[src/rtl/cp0_exc_ctrl_if.sv]
// Signal bundle between the exception sequencer and the MEM stage, stall/flush network and CP0.
// The slave modport is the sequencer's view; master is the environment driving it.
interface cp0_exc_ctrl_if;
  logic        mem_valid_i;
  logic [4:0]  exc_flags_i;
  logic [31:0] mem_pc_i;
  logic        mem_in_delayslot_i;
  logic [5:0]  int_i;
  logic        timer_int_i;
  logic [31:0] status_i;
  logic [31:0] cause_i;
  logic [31:0] epc_i;
  logic        stallreq_id_i;
  logic        stallreq_ex_i;
  logic        stallreq_mem_i;

  logic [5:0]  stall_o;
  logic        flush_o;
  logic [31:0] new_pc_o;
  logic [31:0] excepttype_o;
  logic [31:0] cur_inst_addr_o;
  logic        is_in_delayslot_o;
  logic        busy_o;
  logic [1:0]  fsm_state;

  modport slave (
    input  mem_valid_i, exc_flags_i, mem_pc_i, mem_in_delayslot_i,
    input  int_i, timer_int_i, status_i, cause_i, epc_i,
    input  stallreq_id_i, stallreq_ex_i, stallreq_mem_i,
    output stall_o, flush_o, new_pc_o, excepttype_o, cur_inst_addr_o,
    output is_in_delayslot_o, busy_o, fsm_state
  );

  modport master (
    output mem_valid_i, exc_flags_i, mem_pc_i, mem_in_delayslot_i,
    output int_i, timer_int_i, status_i, cause_i, epc_i,
    output stallreq_id_i, stallreq_ex_i, stallreq_mem_i,
    input  stall_o, flush_o, new_pc_o, excepttype_o, cur_inst_addr_o,
    input  is_in_delayslot_o, busy_o, fsm_state
  );
endinterface

[src/rtl/cp0_exc_ctrl.sv]
// Exception/interrupt sequencer: picks one winner per cycle, pulses its code to CP0,
// then holds a pipeline flush with the redirect PC. Otherwise merges stage stall requests.
module cp0_exc_ctrl #(
  parameter logic [31:0] EXC_VECTOR   = 32'h0000_0020,
  parameter int          FLUSH_CYCLES = 2
) (
  input logic           clk,
  input logic           rst,
  cp0_exc_ctrl_if.slave bus
);

  typedef enum logic [1:0] {
    IDLE   = 2'd0,
    COMMIT = 2'd1,
    FLUSH  = 2'd2
  } state_t;

  localparam logic [31:0] CODE_INT     = 32'h0000_0001;
  localparam logic [31:0] CODE_SYSCALL = 32'h0000_0008;
  localparam logic [31:0] CODE_INVALID = 32'h0000_000a;
  localparam logic [31:0] CODE_OVF     = 32'h0000_000c;
  localparam logic [31:0] CODE_TRAP    = 32'h0000_000d;
  localparam logic [31:0] CODE_ERET    = 32'h0000_000e;
  localparam logic [3:0]  FLUSH_LOAD   = 4'(FLUSH_CYCLES - 1);

  state_t      state;
  logic [3:0]  flush_cnt;
  logic [7:0]  pend;
  logic        irq;
  logic        take;
  logic        busy;
  logic [5:0]  stall_merge;
  logic [31:0] code;
  logic        is_eret;
  logic        unused_bits;

  assign unused_bits = &{1'b0, bus.status_i[31:16], bus.status_i[7:2],
                         bus.cause_i[31:10], bus.cause_i[7:0]};

  // Interrupt lines line up with Status.IM[7:0]; timer shares the top line with int_i[5].
  assign pend = {bus.int_i[5] | bus.timer_int_i, bus.int_i[4:0], bus.cause_i[9:8]}
              & bus.status_i[15:8];
  assign irq  = (pend != 8'd0) & bus.status_i[0] & ~bus.status_i[1];

  always_comb begin
    stall_merge = 6'b000000;
    if (bus.stallreq_mem_i)     stall_merge = 6'b011111;
    else if (bus.stallreq_ex_i) stall_merge = 6'b001111;
    else if (bus.stallreq_id_i) stall_merge = 6'b000111;
  end

  assign busy = (state != IDLE);

  // A MEM-stage stall holds the instruction in place, so it cannot be taken yet.
  assign take = (state == IDLE) & bus.mem_valid_i & ~stall_merge[4]
              & (irq | (bus.exc_flags_i != 5'd0));

  always_comb begin
    code    = 32'd0;
    is_eret = 1'b0;
    if (irq)                     code = CODE_INT;
    else if (bus.exc_flags_i[1]) code = CODE_INVALID;
    else if (bus.exc_flags_i[0]) code = CODE_SYSCALL;
    else if (bus.exc_flags_i[2]) code = CODE_TRAP;
    else if (bus.exc_flags_i[3]) code = CODE_OVF;
    else if (bus.exc_flags_i[4]) begin
      code    = CODE_ERET;
      is_eret = 1'b1;
    end
  end

  always_ff @(posedge clk or negedge rst) begin
    if (!rst) begin
      state                 <= IDLE;
      flush_cnt             <= 4'd0;
      bus.flush_o           <= 1'b0;
      bus.new_pc_o          <= 32'd0;
      bus.excepttype_o      <= 32'd0;
      bus.cur_inst_addr_o   <= 32'd0;
      bus.is_in_delayslot_o <= 1'b0;
    end else begin
      case (state)
        IDLE: begin
          bus.excepttype_o <= 32'd0;
          bus.flush_o      <= 1'b0;
          flush_cnt        <= 4'd0;
          if (take) begin
            state                 <= COMMIT;
            bus.excepttype_o      <= code;
            bus.cur_inst_addr_o   <= bus.mem_pc_i;
            bus.is_in_delayslot_o <= bus.mem_in_delayslot_i;
            bus.flush_o           <= 1'b1;
            bus.new_pc_o          <= is_eret ? bus.epc_i : EXC_VECTOR;
          end
        end
        COMMIT: begin
          bus.excepttype_o <= 32'd0;
          if (FLUSH_LOAD != 4'd0) begin
            state       <= FLUSH;
            flush_cnt   <= FLUSH_LOAD;
            bus.flush_o <= 1'b1;
          end else begin
            state       <= IDLE;
            bus.flush_o <= 1'b0;
          end
        end
        FLUSH: begin
          bus.excepttype_o <= 32'd0;
          if (flush_cnt <= 4'd1) begin
            state       <= IDLE;
            flush_cnt   <= 4'd0;
            bus.flush_o <= 1'b0;
          end else begin
            flush_cnt <= flush_cnt - 4'd1;
          end
        end
        default: begin
          state            <= IDLE;
          flush_cnt        <= 4'd0;
          bus.flush_o      <= 1'b0;
          bus.excepttype_o <= 32'd0;
        end
      endcase
    end
  end

  // Flush wins over any stall request, including in the take cycle itself.
  assign bus.stall_o   = (busy | take) ? 6'b000000 : stall_merge;
  assign bus.busy_o    = busy;
  assign bus.fsm_state = state;

endmodule
[src/flat_wrapper.sv]
// flat-port wrapper written by rule: the top's interface ports become plain ports
module cp0_exc_ctrl_flat 
#(
  parameter logic [31:0] EXC_VECTOR   = 32'h0000_0020,
  parameter int          FLUSH_CYCLES = 2
)
  (clk, rst, bus_mem_valid_i, bus_exc_flags_i, bus_mem_pc_i, bus_mem_in_delayslot_i, bus_int_i, bus_timer_int_i, bus_status_i, bus_cause_i, bus_epc_i, bus_stallreq_id_i, bus_stallreq_ex_i, bus_stallreq_mem_i, bus_stall_o, bus_flush_o, bus_new_pc_o, bus_excepttype_o, bus_cur_inst_addr_o, bus_is_in_delayslot_o, bus_busy_o, bus_fsm_state);
  cp0_exc_ctrl_if bus_i ();
  input logic clk;
  input logic rst;
  input wire logic [$bits(bus_i.mem_valid_i)-1:0] bus_mem_valid_i;
  input wire logic [$bits(bus_i.exc_flags_i)-1:0] bus_exc_flags_i;
  input wire logic [$bits(bus_i.mem_pc_i)-1:0] bus_mem_pc_i;
  input wire logic [$bits(bus_i.mem_in_delayslot_i)-1:0] bus_mem_in_delayslot_i;
  input wire logic [$bits(bus_i.int_i)-1:0] bus_int_i;
  input wire logic [$bits(bus_i.timer_int_i)-1:0] bus_timer_int_i;
  input wire logic [$bits(bus_i.status_i)-1:0] bus_status_i;
  input wire logic [$bits(bus_i.cause_i)-1:0] bus_cause_i;
  input wire logic [$bits(bus_i.epc_i)-1:0] bus_epc_i;
  input wire logic [$bits(bus_i.stallreq_id_i)-1:0] bus_stallreq_id_i;
  input wire logic [$bits(bus_i.stallreq_ex_i)-1:0] bus_stallreq_ex_i;
  input wire logic [$bits(bus_i.stallreq_mem_i)-1:0] bus_stallreq_mem_i;
  output wire logic [$bits(bus_i.stall_o)-1:0] bus_stall_o;
  output wire logic [$bits(bus_i.flush_o)-1:0] bus_flush_o;
  output wire logic [$bits(bus_i.new_pc_o)-1:0] bus_new_pc_o;
  output wire logic [$bits(bus_i.excepttype_o)-1:0] bus_excepttype_o;
  output wire logic [$bits(bus_i.cur_inst_addr_o)-1:0] bus_cur_inst_addr_o;
  output wire logic [$bits(bus_i.is_in_delayslot_o)-1:0] bus_is_in_delayslot_o;
  output wire logic [$bits(bus_i.busy_o)-1:0] bus_busy_o;
  output wire logic [$bits(bus_i.fsm_state)-1:0] bus_fsm_state;
  assign bus_i.mem_valid_i = bus_mem_valid_i;
  assign bus_i.exc_flags_i = bus_exc_flags_i;
  assign bus_i.mem_pc_i = bus_mem_pc_i;
  assign bus_i.mem_in_delayslot_i = bus_mem_in_delayslot_i;
  assign bus_i.int_i = bus_int_i;
  assign bus_i.timer_int_i = bus_timer_int_i;
  assign bus_i.status_i = bus_status_i;
  assign bus_i.cause_i = bus_cause_i;
  assign bus_i.epc_i = bus_epc_i;
  assign bus_i.stallreq_id_i = bus_stallreq_id_i;
  assign bus_i.stallreq_ex_i = bus_stallreq_ex_i;
  assign bus_i.stallreq_mem_i = bus_stallreq_mem_i;
  assign bus_stall_o = bus_i.stall_o;
  assign bus_flush_o = bus_i.flush_o;
  assign bus_new_pc_o = bus_i.new_pc_o;
  assign bus_excepttype_o = bus_i.excepttype_o;
  assign bus_cur_inst_addr_o = bus_i.cur_inst_addr_o;
  assign bus_is_in_delayslot_o = bus_i.is_in_delayslot_o;
  assign bus_busy_o = bus_i.busy_o;
  assign bus_fsm_state = bus_i.fsm_state;
  cp0_exc_ctrl #(.EXC_VECTOR(EXC_VECTOR), .FLUSH_CYCLES(FLUSH_CYCLES)) u_core (.clk(clk), .rst(rst), .bus(bus_i));
endmodule
[config.mk]
export PLATFORM = sky130hd
export DESIGN_NAME = cp0_exc_ctrl_flat
export DESIGN_NICKNAME = d
export VERILOG_FILES = /design/src/rtl/cp0_exc_ctrl_if.sv /design/src/rtl/cp0_exc_ctrl.sv /design/src/flat_wrapper.sv
export SDC_FILE = /design/constraint.sdc
export NUM_CORES = 1
export LEC_CHECK = 0
export BUFFER_PORTS_ARGS = -buffer_cell sky130_fd_sc_hd__buf_2
export CAP_MARGIN = 20
export CELL_PAD_IN_SITES_DETAIL_PLACEMENT = 0
export CELL_PAD_IN_SITES_GLOBAL_PLACEMENT = 1
export CORE_MARGIN = 2
export CORE_UTILIZATION = 31
export DETAILED_ROUTE_END_ITERATION = 12
export PLACE_DENSITY_LB_ADDON = 0.1
export SYNTH_ARGS = -nofsm -noshare
export SYNTH_HDL_FRONTEND = slang
export SYNTH_SLANG_ARGS = --single-unit
[constraint.sdc]
create_clock -name clk -period 2.9 [get_ports clk]
set_input_delay 0.145 -clock clk [delete_from_list [all_inputs] [get_ports clk]]
set_output_delay 0.145 -clock clk [all_outputs]
set_load 0.05 [all_outputs]
==> summary.txt, run 1 <==
TIMING
-------------------------------------------------------------------------------------------
Min cycle time layout                                                               2420 ps
Final number of setup-violating endpoints                                                 0
Fin crit share                                                                        0.834
Setup Total Neg Slack                                                                  0 ps
Setup repair after global routing missed its margin                                      no
Number of pins exceeding their max-slew limit in the final report                         0
Count of final hold-check violations                                                      0
Max-slew headroom                                                                     0.361
Max Clock Freq                                                                      413 MHz
Post-Route Skew                                                                     4.40 ps
Least-Margin Pin Slew                                                                958 ps

FINAL LAYOUT
-------------------------------------------------------------------------------------------
Number of antenna cells inserted                                                          0
# nets final                                                                            602
Most common cell after layout, fill and taps aside                             sky130_fd_sc_hd__buf_2
Growth of design area from synthesis to finish                                        43.8%
Top library cells by usage in the layout, fill and taps aside                  171 x sky130_fd_sc_hd__buf_2, 76 x sky130_fd_sc_hd__dfrtp_1, 38 x sky130_fd_sc_hd__dlygate4sd3_1, 34 x sky130_fd_sc_hd__mux2_1, 31 x sky130_fd_sc_hd__a22o_1
Filler instances                                                                        996
Share of post-route cells with drive strength above 1                                 0.415

LOGIC SYNTHESIS
-------------------------------------------------------------------------------------------
Share of the yosys chip area belonging to registers                                   0.590
Top cell type's share of synthesized area                                             0.590
Number of distinct library cells after synthesis                                         33
Number of synthesized register bits                                                      76
Library cell with the largest summed area after synthesis                      sky130_fd_sc_hd__dfrtp_1
Post-Synthesis Mean Instance Area                                                13.4 sq um
Synthesized instance count                                                              241
Total of warnings raised by yosys                                                         0
Top cells by area in the synthesized netlist                                   sky130_fd_sc_hd__dfrtp_1 59%, sky130_fd_sc_hd__mux2_1 12%, sky130_fd_sc_hd__a22o_1 8.4%
Syn Std Cell Area                                                                3220 sq um

POWER AND IR DROP
-------------------------------------------------------------------------------------------
Share of total power in combinational logic                                           0.514
Total net switching power                                                           2200 uW
Fraction of power consumed by the clock network                                       0.154
Leakage power                                                                    0.00248 uW
Switching share of power                                                              0.496
Share of total power in sequential cells                                              0.331
Internal Pwr Total                                                                  2230 uW
Total power after layout                                                            4430 uW
Maximum vdd drop                                                                   0.711 mV
Power per Cell Area                                                             957 nW/um^2

SETUP PATH
-------------------------------------------------------------------------------------------
Critical path data arrival time                                                     2270 ps
Worst r2r src                                                                  u_core.bus.fsm_state[1]
Worst-case reg-to-reg path depth                                                          7
Worst setup slack for register-to-register paths                                     710 ps
Startpoint type of the worst setup path                                        primary input
Worst endpoint required time                                                        2760 ps
Kind of capture point of the worst setup path                                  primary output
Crit-path max FO                                                                         18
Critical path class                                                            primary input to primary output
Reg-to-Reg End                                                                 u_core.bus.cur_inst_addr_o[24]

GLOBAL ROUTE
-------------------------------------------------------------------------------------------
Largest net degree at the start of global routing                                        77
Total overflow reported by the global router                                              0
Number of global-route vias before repair                                             2,501
Wire length of the first global-routing pass                                        12.4 mm
Combined global-route utilization of all metal layers                                 0.143
Number of antenna violations at the first check in global routing                         0

MIN PATH
-------------------------------------------------------------------------------------------
Number of cells on the worst hold path                                                    2
Beginning of the worst hold path                                               bus_mem_pc_i[6]
Class of the tightest hold or removal check                                    primary input to flip-flop
Terminating pin of the worst hold path                                         u_core.bus.cur_inst_addr_o[6]

ROUTING
-------------------------------------------------------------------------------------------
Via density per instance                                                               4.34
Drt first pass iters                                                                      4
Via count                                                                             2,555
Routed Antenna Nets                                                                       0
Wire per inst                                                                       13.5 um
Number of design rule violations left after detail routing                                0
Number of design-rule violations left by the first detailed-router iteration             71
Routed WL                                                                           7.93 mm

CLOCK NETWORK
-------------------------------------------------------------------------------------------
Resize count post-CTS                                                                     0
TritonCTS Sinks                                                                          76
CTS tree                                                                                yes
CTS Buf Count                                                                             9
Post-CTS repair timing setup buffer count                                                 0
Clock slew at the register clock pins of the worst setup and hold paths               70 ps
Source-to-sink clock delay at the later pin of the worst-skew pair                   340 ps
Maximum level of the CTS H-tree                                                           3
Largest buffer count on any clock path                                                    2
Clock root buffer                                                              sky130_fd_sc_hd__clkbuf_8

FLOORPLAN
-------------------------------------------------------------------------------------------
Cell row count                                                                           37
Height of the die                                                                    106 um
I/O pin count                                                                           254
Die width                                                                            106 um
Total Die Area                                                                 11,200 sq um
Core Area                                                                      10,200 sq um
Starting density of the core                                                          0.316

OUTCOME
-------------------------------------------------------------------------------------------
Run status                                                                     finished clean

PLACED DESIGN
-------------------------------------------------------------------------------------------
Hpwl dp                                                                             5.58 mm
Quantity of I/O buffers inserted on ports                                               172
Weighted congestion at the end of routability-driven global placement                 0.768

JOB
-------------------------------------------------------------------------------------------
Number of maximum-capacitance constraint violations                                       0

-- final cells by class --
| cell class | count | area, sq um | area share |
|---|---|---|---|
| Clock buffer | 11 | 141 | 0.0305 |
| Inverter | 6 | 22.5 | 0.00486 |
| Tap cell | 136 | 170 | 0.0367 |
| Sequential cell | 76 | 1900 | 0.410 |
| Timing Repair Buffer | 212 | 1270 | 0.274 |
| Multi-Input combinational cell | 145 | 1110 | 0.240 |
| Clock inverter | 3 | 15.0 | 0.00324 |
-- cells in the mapped netlist --
master and n:
sky130_fd_sc_hd__nand3b_1 1, sky130_fd_sc_hd__nor3_1 2, sky130_fd_sc_hd__nand4_1 1, sky130_fd_sc_hd__a21oi_1 6, sky130_fd_sc_hd__and2_1 1, sky130_fd_sc_hd__a22oi_1 2
sky130_fd_sc_hd__o31a_1 1, sky130_fd_sc_hd__ha_1 5, sky130_fd_sc_hd__nand2_1 3, sky130_fd_sc_hd__o31ai_1 1, sky130_fd_sc_hd__dfrtp_1 76, sky130_fd_sc_hd__nor4b_1 2
sky130_fd_sc_hd__a31oi_1 1, sky130_fd_sc_hd__xnor2_1 2, sky130_fd_sc_hd__and3_1 1, sky130_fd_sc_hd__clkbuf_1 2, sky130_fd_sc_hd__buf_6 1, sky130_fd_sc_hd__nor4_1 1
sky130_fd_sc_hd__inv_1 6, sky130_fd_sc_hd__a21boi_1 1, sky130_fd_sc_hd__a222oi_1 1, sky130_fd_sc_hd__nand2b_1 3, sky130_fd_sc_hd__conb_1 1, sky130_fd_sc_hd__o21ai_0 2
sky130_fd_sc_hd__o21ai_2 1, sky130_fd_sc_hd__nor2b_1 2, sky130_fd_sc_hd__o211a_1 1, sky130_fd_sc_hd__nor2_1 9, sky130_fd_sc_hd__buf_4 34, sky130_fd_sc_hd__mux2_1 34
sky130_fd_sc_hd__a22o_1 31, sky130_fd_sc_hd__o311a_1 1, sky130_fd_sc_hd__buf_2 5
-- worst max-delay path by stage --
| stage | start | end | cells past startpoint |
|---|---|---|---|
| after floorplan | u_core.bus.fsm_state[0] | bus_stall_o[1] | 9 |
| after global placement | bus_cause_i[8] | u_core.bus.cur_inst_addr_o[6] | 6 |
| after detailed placement | bus_cause_i[8] | u_core.bus.cur_inst_addr_o[26] | 6 |
| after CTS | bus_exc_flags_i[0] | bus_stall_o[1] | 7 |
| after global routing | u_core.bus.fsm_state[0] | bus_stall_o[2] | 7 |
| final | bus_exc_flags_i[0] | bus_stall_o[1] | 7 |
-- through the flow --
stage | utilization | instances | cell area, sq um | hold slack [ps] | setup WS (ps)
2_1_floorplan | - | 269 | 3330 | -151 | 248
3_3_place_gp | 0.402 | 537 | 4100 | 354 | 582
3_5_place_dp | 0.402 | 537 | 4100 | 350 | 588
4_1_cts | 0.454 | 588 | 4620 | 0.333 | 437
5_1_grt | 0.455 | 589 | 4630 | 4.25 | 332
6_report | 0.455 | 589 | 4630 | 19.9 | 481
-- power groups by stage --
| stage | registers [uW] | logic (uW) | clock network, uW |
|---|---|---|---|
| finish | 1470 | 2280 | 685 |
| detailed placement | 1490 | 2260 | 0 |
| floorplan | 2490 | 788 | 0 |
| CTS | 1470 | 2300 | 717 |
| global route | 1510 | 2400 | 765 |
| global placement | 1480 | 2260 | 0 |
-- layer usage --
metal  up-vias  GRT usage  wire length, um
met1      1204      0.177             3370
met4         0     0.0733              140
met2       131      0.238             3820
met5         -          0                0
met3        10     0.0300              602
li1       1210          -                -
-- flip-flops by register name (all words and copies together), names as in the netlist --
register,flops
u_core.bus.excepttype_o,4
u_core.bus.new_pc_o,32
u_core.bus.fsm_state,2
u_core.bus.is_in_delayslot_o,1
u_core.bus.flush_o,1
u_core.flush_cnt,4
u_core.bus.cur_inst_addr_o,32
-- what timing repair did --
action	CTS	global route
setup endpoints to repair	0	0
hold buffers	37	1
endpoints found under the hold margin	78	1
-- critical path: stages --
cell                            delay, ps
sky130_fd_sc_hd__dlygate4sd3_1        520
sky130_fd_sc_hd__buf_2                130
sky130_fd_sc_hd__nor2_1               230
sky130_fd_sc_hd__nand2_1              150
sky130_fd_sc_hd__o21ai_4              530
sky130_fd_sc_hd__o311a_1              300
sky130_fd_sc_hd__buf_2                270
-- cells by family (layout without fill, tap and decap cells) --
kind of cell,after synthesis,after routing,synth area share
other,1,29,0.00116
AND/OR/NAND/NOR,26,26,0.0423
XOR/XNOR,2,2,0.00544
AO/OA/AOI/OAI,49,49,0.123
multiplexers,34,34,0.119
adder cells (fa/ha/maj),5,5,0.0194
buffers and inverters,48,232,0.0998
flip-flops,76,76,0.590
No activity file was read; power rests on OpenSTA's default activity.
==> run 2: changes to the inputs <==
Settings changed: ABC_AREA set to 1, CORE_UTILIZATION 31 to 28.
Clock period 2.9 ns to 2.4 ns, I/O delays scaled along.
==> run 2 against run 1 <==
Compared with the run above: count of clock-buffer cells in the layout increased by 2; clock skew about the same; hold slack got worse by 7.3 ps.
==> summary.txt, run 2 <==
TIMING
-------------------------------------------------------------------------------------------
Min cycle time layout                                                               2220 ps
Fin crit share                                                                        0.923
Setup repair after global routing missed its margin                                      no
Fin Hold WS                                                                         12.6 ps
Post-Route Skew                                                                     4.01 ps
Final number of setup-violating endpoints                                                 0
Number of pins exceeding their max-slew limit in the final report                         0
Max Clock Freq                                                                      451 MHz
Count of final hold-check violations                                                      0
Setup Total Neg Slack                                                                  0 ps

CLOCK NETWORK
-------------------------------------------------------------------------------------------
Maximum level of the CTS H-tree                                                           3
Clock root buffer                                                              sky130_fd_sc_hd__clkbuf_16
CTS tree                                                                                yes
Clock slew at the register clock pins of the worst setup and hold paths               60 ps
Largest buffer count on any clock path                                                    2
Post-CTS repair timing setup buffer count                                                 0
CTS Buf Count                                                                             9
Source-to-sink clock delay at the later pin of the worst-skew pair                   330 ps
TritonCTS Sinks                                                                          76

GLOBAL ROUTE
-------------------------------------------------------------------------------------------
Wire length of the first global-routing pass                                        16.5 mm
Number of antenna violations at the first check in global routing                         0
Number of global-route vias before repair                                             3,331
Total overflow reported by the global router                                              0
Combined global-route utilization of all metal layers                                 0.158
Largest net degree at the start of global routing                                        44

SETUP PATH
-------------------------------------------------------------------------------------------
Worst endpoint required time                                                        2280 ps
Critical path data arrival time                                                     2100 ps
Slowest Stage Delay on Critical Path                                                 390 ps
Crit-path max FO                                                                         32
Worst-case reg-to-reg path depth                                                         11
Worst r2r src                                                                  u_core.bus.fsm_state[0]
Kind of capture point of the worst setup path                                  primary output
Worst-path cell chain                                                          inv_1 -> ha_1 -> inv_2 -> nor2_1 -> nand2_1 -> inv_2 -> nand3_2 -> buf_6 -> nand4_1 -> inv_1 -> buf_2
Slowest library cell on the worst path                                         sky130_fd_sc_hd__dfrtp_2
Startpoint type of the worst setup path                                           flip-flop
Reg-to-Reg End                                                                 u_core.bus.cur_inst_addr_o[9]
Worst setup slack for register-to-register paths                                     520 ps
Critical path class                                                            flip-flop to primary output

LOGIC SYNTHESIS
-------------------------------------------------------------------------------------------
Most frequently used flop master after synthesis                               sky130_fd_sc_hd__dfrtp_1
Syn Std Cell Area                                                                3530 sq um
Most common cell in the synthesized netlist                                    sky130_fd_sc_hd__nand2_1
Number of synthesized register bits                                                      76
Post-Synthesis Mean Instance Area                                                8.66 sq um
Share of the yosys chip area belonging to registers                                   0.538
Top post-synthesis cells by count                                              122 x sky130_fd_sc_hd__nand2_1, 102 x sky130_fd_sc_hd__nand3_1, 76 x sky130_fd_sc_hd__dfrtp_1
Library cell with the largest summed area after synthesis                      sky130_fd_sc_hd__dfrtp_1
Total of warnings raised by yosys                                                         0
Share of synthesized flip-flops with an asynchronous set or reset                      1.00
Number of distinct library cells after synthesis                                         23
Synthesized instance count                                                              408
Post-synth EDFFs                                                                          0
Top cell type's share of synthesized area                                             0.538
Top cells by area in the synthesized netlist                                   sky130_fd_sc_hd__dfrtp_1 54%, sky130_fd_sc_hd__nand3_1 14%, sky130_fd_sc_hd__nand2_1 13%

ROUTING
-------------------------------------------------------------------------------------------
Via density per instance                                                               4.27
Routed Antenna Nets                                                                       0
Number of design rule violations left after detail routing                                0
Via count                                                                             3,404
Number of design-rule violations left by the first detailed-router iteration            154
Routed WL                                                                           10.4 mm
Drt first pass iters                                                                      4
Wire per inst                                                                       13.1 um

MIN PATH
-------------------------------------------------------------------------------------------
Number of cells on the worst hold path                                                    3
Class of the tightest hold or removal check                                    primary input to flip-flop
Beginning of the worst hold path                                               bus_epc_i[17]
Terminating pin of the worst hold path                                         u_core.bus.new_pc_o[17]

FINAL LAYOUT
-------------------------------------------------------------------------------------------
Filler instances                                                                      1,330
Final Instance Area                                                              5220 sq um
# nets final                                                                            776
Share of post-route cells with drive strength above 1                                 0.324
Biggest registers after layout                                                 u_core.bus.cur_inst_addr_o x32, u_core.bus.new_pc_o x32
Growth of design area from synthesis to finish                                        47.7%
Most common cell after layout, fill and taps aside                             sky130_fd_sc_hd__buf_2
Top library cells by usage in the layout, fill and taps aside                  171 x sky130_fd_sc_hd__buf_2, 122 x sky130_fd_sc_hd__nand2_1, 102 x sky130_fd_sc_hd__nand3_1, 74 x sky130_fd_sc_hd__dfrtp_1, 50 x sky130_fd_sc_hd__dlygate4sd3_1
Number of antenna cells inserted                                                          0

PLACED DESIGN
-------------------------------------------------------------------------------------------
Weighted congestion at the end of routability-driven global placement                 0.800
Quantity of I/O buffers inserted on ports                                               172
Cell area reported after detailed placement                                      4460 sq um
Hpwl dp                                                                             7.02 mm

POWER AND IR DROP
-------------------------------------------------------------------------------------------
Leakage power                                                                    0.00302 uW
Power per Cell Area                                                            1080 nW/um^2
Maximum vdd drop                                                                   0.477 mV
Total power after layout                                                            5620 uW

FLOORPLAN
-------------------------------------------------------------------------------------------
Total Die Area                                                                 13,500 sq um
Starting density of the core                                                          0.283
Cell row count                                                                           41
Die width                                                                            116 um
I/O pin count                                                                           254
Height of the die                                                                    116 um
Core Area                                                                      12,500 sq um

JOB
-------------------------------------------------------------------------------------------
Number of maximum-capacitance constraint violations                                       0

OUTCOME
-------------------------------------------------------------------------------------------
Run status                                                                     finished clean

==> run 2: cell count changes in the layout (fill, tap and decap cells not counted), moves of 3 or more <==
| cell | delta |
|---|---|
| sky130_fd_sc_hd__dlygate4sd3_1 | +12 |
| sky130_fd_sc_hd__nand2b_1 | -3 |
| sky130_fd_sc_hd__clkbuf_8 | -9 |
| sky130_fd_sc_hd__clkinv_2 | -3 |
| sky130_fd_sc_hd__clkbuf_16 | +9 |
| sky130_fd_sc_hd__a21oi_1 | -3 |
| sky130_fd_sc_hd__nand3_1 | +102 |
| sky130_fd_sc_hd__inv_2 | +3 |
| sky130_fd_sc_hd__nor2_1 | +5 |
| sky130_fd_sc_hd__buf_4 | +5 |
| sky130_fd_sc_hd__nand2_1 | +119 |
| sky130_fd_sc_hd__a22o_1 | -31 |
| sky130_fd_sc_hd__inv_1 | +5 |
| sky130_fd_sc_hd__mux2_1 | -34 |
==> run 2: worst max path at each step <==
stage / startpoint / to / slack [ps] / cells past startpoint
final: u_core.bus.fsm_state[0] / bus_stall_o[4] / 180 / 11
after global routing: u_core.bus.fsm_state[0] / bus_stall_o[4] / 50 / 11
after CTS: u_core.bus.fsm_state[0] / bus_stall_o[4] / 50 / 11
after detailed placement: u_core.bus.fsm_state[0] / bus_stall_o[4] / 420 / 11
after global placement: u_core.bus.fsm_state[0] / bus_stall_o[4] / 440 / 11
after floorplan: u_core.bus.fsm_state[0] / bus_stall_o[1] / 100 / 10
==> run 2: report_power, final <==
part / switching (uW) / internal, uW
logic: 2030 / 619
registers: 168 / 1610
clock network: 484 / 712
==> run 2: area by class of cell <==
| type | count | area [sq um] | share of cell area |
|---|---|---|---|
| multi-input combinational | 292 | 1340 | 0.256 |
| tap | 172 | 215 | 0.0412 |
| inverter | 14 | 52.6 | 0.0101 |
| timing repair buffer | 231 | 1460 | 0.280 |
| sequential | 76 | 1900 | 0.365 |
| clock buffer | 13 | 250 | 0.0480 |
==> run 2: logic make-up after synthesis <==
group,share of synthesized area
and+or+nand+nor,0.305
adders and majority gates,0.0177
buffers and inverters,0.117
xor gates and xnor gates,0.00496
DFF,0.538
AOI/OAI and AO/OA,0.0163
other,0.00106
==> run 2: what timing repair did <==
| item | in CTS | in global routing |
|---|---|---|
| hold buffers | 50 | 0 |
| resized for setup | 0 | 1 |
| endpoints found under the hold margin | 82 | 0 |
| endpoints found under the setup margin | 0 | 1 |
==> run 2: metal layers <==
layer,GRT usage,routed length (um),up-vias
met2,0.260,5120,121
met4,0.0579,143,0
li1,-,-,1682
met3,0.0555,758,11
met5,0,0,-
met1,0.193,4420,1590
==> run 2: critical path, delay by kind of cell, from the launching register on <==
| family | cells | cell delay [ps] |
|---|---|---|
| fa+ha+maj | 1 | 250 |
| buf+inv | 6 | 800 |
| flops | 1 | 390 |
| simple gates | 4 | 320 |
==> run 2: metrics by stage <==
stage,cells,util,setup slack (ps)
after CTS,798,0.418,46.6
after detailed placement,735,0.358,420
after global placement,735,0.358,442
final,798,0.419,185
after global routing,798,0.419,46.9
after floorplan,436,-,98.9
==> run 3: changes to the inputs <==
Settings changed: RECOVER_POWER set to 25.
==> run 3 against run 2 <==
Compared with the run above: hold slack hardly changed; critical endpoint unchanged; global-route usage unchanged; clock power is essentially flat; critical path type unchanged; largest cell class unchanged.
==> summary.txt, run 3 (synthesis results as in run 2) <==
TIMING
-------------------------------------------------------------------------------------------
Least-Margin Pin Slew                                                                992 ps
Max-slew headroom                                                                     0.339
Final number of setup-violating endpoints                                                 0
Fin Hold WS                                                                         12.6 ps
Min cycle time layout                                                               2220 ps
Fin crit share                                                                        0.923
Setup repair after global routing missed its margin                                      no
Number of pins exceeding their max-slew limit in the final report                         0
Setup Total Neg Slack                                                                  0 ps
Count of final hold-check violations                                                      0
Post-Route Skew                                                                     4.01 ps
Max Clock Freq                                                                      451 MHz

FINAL LAYOUT
-------------------------------------------------------------------------------------------
Final Instance Area                                                              5200 sq um
Growth of design area from synthesis to finish                                        47.2%
# nets final                                                                            776
Number of antenna cells inserted                                                          0
Share of post-route cells with drive strength above 1                                 0.324
Final std cells w/o fill                                                                798
Biggest registers after layout                                                 u_core.bus.cur_inst_addr_o x32, u_core.bus.new_pc_o x32
Most common cell after layout, fill and taps aside                             sky130_fd_sc_hd__buf_2
Top library cells by usage in the layout, fill and taps aside                  172 x sky130_fd_sc_hd__buf_2, 122 x sky130_fd_sc_hd__nand2_1, 102 x sky130_fd_sc_hd__nand3_1, 74 x sky130_fd_sc_hd__dfrtp_1, 50 x sky130_fd_sc_hd__dlygate4sd3_1

GLOBAL ROUTE
-------------------------------------------------------------------------------------------
Number of global-route vias before repair                                             3,331
Total overflow reported by the global router                                              0
Largest net degree at the start of global routing                                        44
Wire length of the first global-routing pass                                        16.5 mm
Combined global-route utilization of all metal layers                                 0.158
Number of antenna violations at the first check in global routing                         0

CLOCK NETWORK
-------------------------------------------------------------------------------------------
Source-to-sink clock delay at the later pin of the worst-skew pair                   330 ps
CTS Buf Count                                                                             9
CTS tree                                                                                yes
Maximum level of the CTS H-tree                                                           3
Post-CTS repair timing setup buffer count                                                 0
Clock slew at the register clock pins of the worst setup and hold paths               60 ps
Clock root buffer                                                              sky130_fd_sc_hd__clkbuf_16
TritonCTS Sinks                                                                          76
Largest buffer count on any clock path                                                    2

FLOORPLAN
-------------------------------------------------------------------------------------------
Starting density of the core                                                          0.283
Height of the die                                                                    116 um
I/O pin count                                                                           254
Cell row count                                                                           41
Core Area                                                                      12,500 sq um
Total Die Area                                                                 13,500 sq um
Die width                                                                            116 um

PLACED DESIGN
-------------------------------------------------------------------------------------------
Cell area reported after detailed placement                                      4460 sq um
Cells after DPL                                                                         735
Hpwl dp                                                                             7.02 mm
Weighted congestion at the end of routability-driven global placement                 0.800
Quantity of I/O buffers inserted on ports                                               172

MIN PATH
-------------------------------------------------------------------------------------------
Class of the tightest hold or removal check                                    primary input to flip-flop

SETUP PATH
-------------------------------------------------------------------------------------------
Worst-case reg-to-reg path depth                                                         11
Critical path class                                                            flip-flop to primary output
Worst Setup EP                                                                 bus_stall_o[4]
Reg-to-Reg End                                                                 u_core.bus.cur_inst_addr_o[9]
Slowest library cell on the worst path                                         sky130_fd_sc_hd__dfrtp_2
Critical path data arrival time                                                     2100 ps
Worst r2r src                                                                  u_core.bus.fsm_state[0]
Worst setup slack for register-to-register paths                                     520 ps
Startpoint of the most critical setup path                                     u_core.bus.fsm_state[0]
Crit-path max FO                                                                         32
Slowest Stage Delay on Critical Path                                                 390 ps
Worst endpoint required time                                                        2280 ps
Worst-path cell chain                                                          inv_1 -> ha_1 -> inv_2 -> nor2_1 -> nand2_1 -> inv_2 -> nand3_2 -> buf_6 -> nand4_1 -> inv_1 -> buf_2
Startpoint type of the worst setup path                                           flip-flop
Kind of capture point of the worst setup path                                  primary output

ROUTING
-------------------------------------------------------------------------------------------
Routed Antenna Nets                                                                       0
Routed WL                                                                           10.4 mm
Number of design rule violations left after detail routing                                0
Drt first pass iters                                                                      4
Via count                                                                             3,405
Wire per inst                                                                       13.1 um
Via density per instance                                                               4.27
Number of design-rule violations left by the first detailed-router iteration            154

POWER AND IR DROP
-------------------------------------------------------------------------------------------
Maximum vdd drop                                                                   0.477 mV
Leakage power                                                                    0.00301 uW
Power per Cell Area                                                            1080 nW/um^2

JOB
-------------------------------------------------------------------------------------------
Number of maximum-capacitance constraint violations                                       0

OUTCOME
-------------------------------------------------------------------------------------------
Run status                                                                     finished clean

==> run 3: cell count changes in the layout (fill, tap and decap cells not counted) <==
cell / before / now
sky130_fd_sc_hd__buf_4: 7 / 6
sky130_fd_sc_hd__clkbuf_2: 0 / 1
sky130_fd_sc_hd__buf_2: 171 / 172
sky130_fd_sc_hd__buf_12: 2 / 1
==> run 3: stage by stage <==
stage | power [uW] | util | worst slack, ps
6_report | 5610 | 0.417 | 185
5_1_grt | 5940 | 0.417 | 46.9
4_1_cts | 5710 | 0.418 | 46.6
3_5_place_dp | 4410 | 0.358 | 420
3_3_place_gp | 4400 | 0.358 | 442
2_1_floorplan | 3810 | - | 98.9
==> run 3: power breakdown <==
group          leakage, uW  internal (uW)  switching (uW)
Clock             0.000122            712             484
Sequential        0.000998           1610             168
Combinational      0.00189            616            2030
Total              0.00301           2930            2680
==> run 3: metal layers <==
metal / wire (um) / global-route usage / up-vias
li1: - / - / 1682
met1: 4420 / 0.193 / 1591
met2: 5120 / 0.260 / 121
met3: 758 / 0.0555 / 11
met4: 143 / 0.0579 / 0
met5: 0 / 0 / -
==> run 3: how the worst min path moves through the flow <==
stage / depth (start not counted) / slack (ps) / end / from
6_report: 3 / 10 / u_core.bus.new_pc_o[17] / bus_epc_i[17]
5_1_grt: 3 / 5 / u_core.bus.new_pc_o[26] / bus_epc_i[26]
4_1_cts: 3 / 0.2 / u_core.bus.new_pc_o[26] / bus_epc_i[26]
3_5_place_dp: 1 / 110 / u_core.bus.cur_inst_addr_o[27] / rst
3_3_place_gp: 1 / 110 / u_core.bus.cur_inst_addr_o[22] / rst
2_1_floorplan: 0 / -180 / u_core.bus.cur_inst_addr_o[0] / rst
==> run 3: cell type report <==
class	instances	area (sq um)
Fill cell	1333	7270
Inverter	14	52.6
Tap cell	172	215
Multi-Input combinational cell	292	1340
Timing Repair Buffer	231	1440
Sequential cell	76	1900
Clock buffer	13	250
==> run 3: worst max-delay path, delay by kind of cell, from the launching register on <==
family	cells	cell delay, ps
buf+inv	6	800
flops	1	390
simple gates	4	320
fa+ha+maj	1	250
==> run 3: what timing repair did <==
item                                   4_1_cts  5_1_grt
endpoints found under the hold margin       82        0
hold buffers                                50        0
setup endpoints to repair                    0        1
gates resized for setup                      0        1
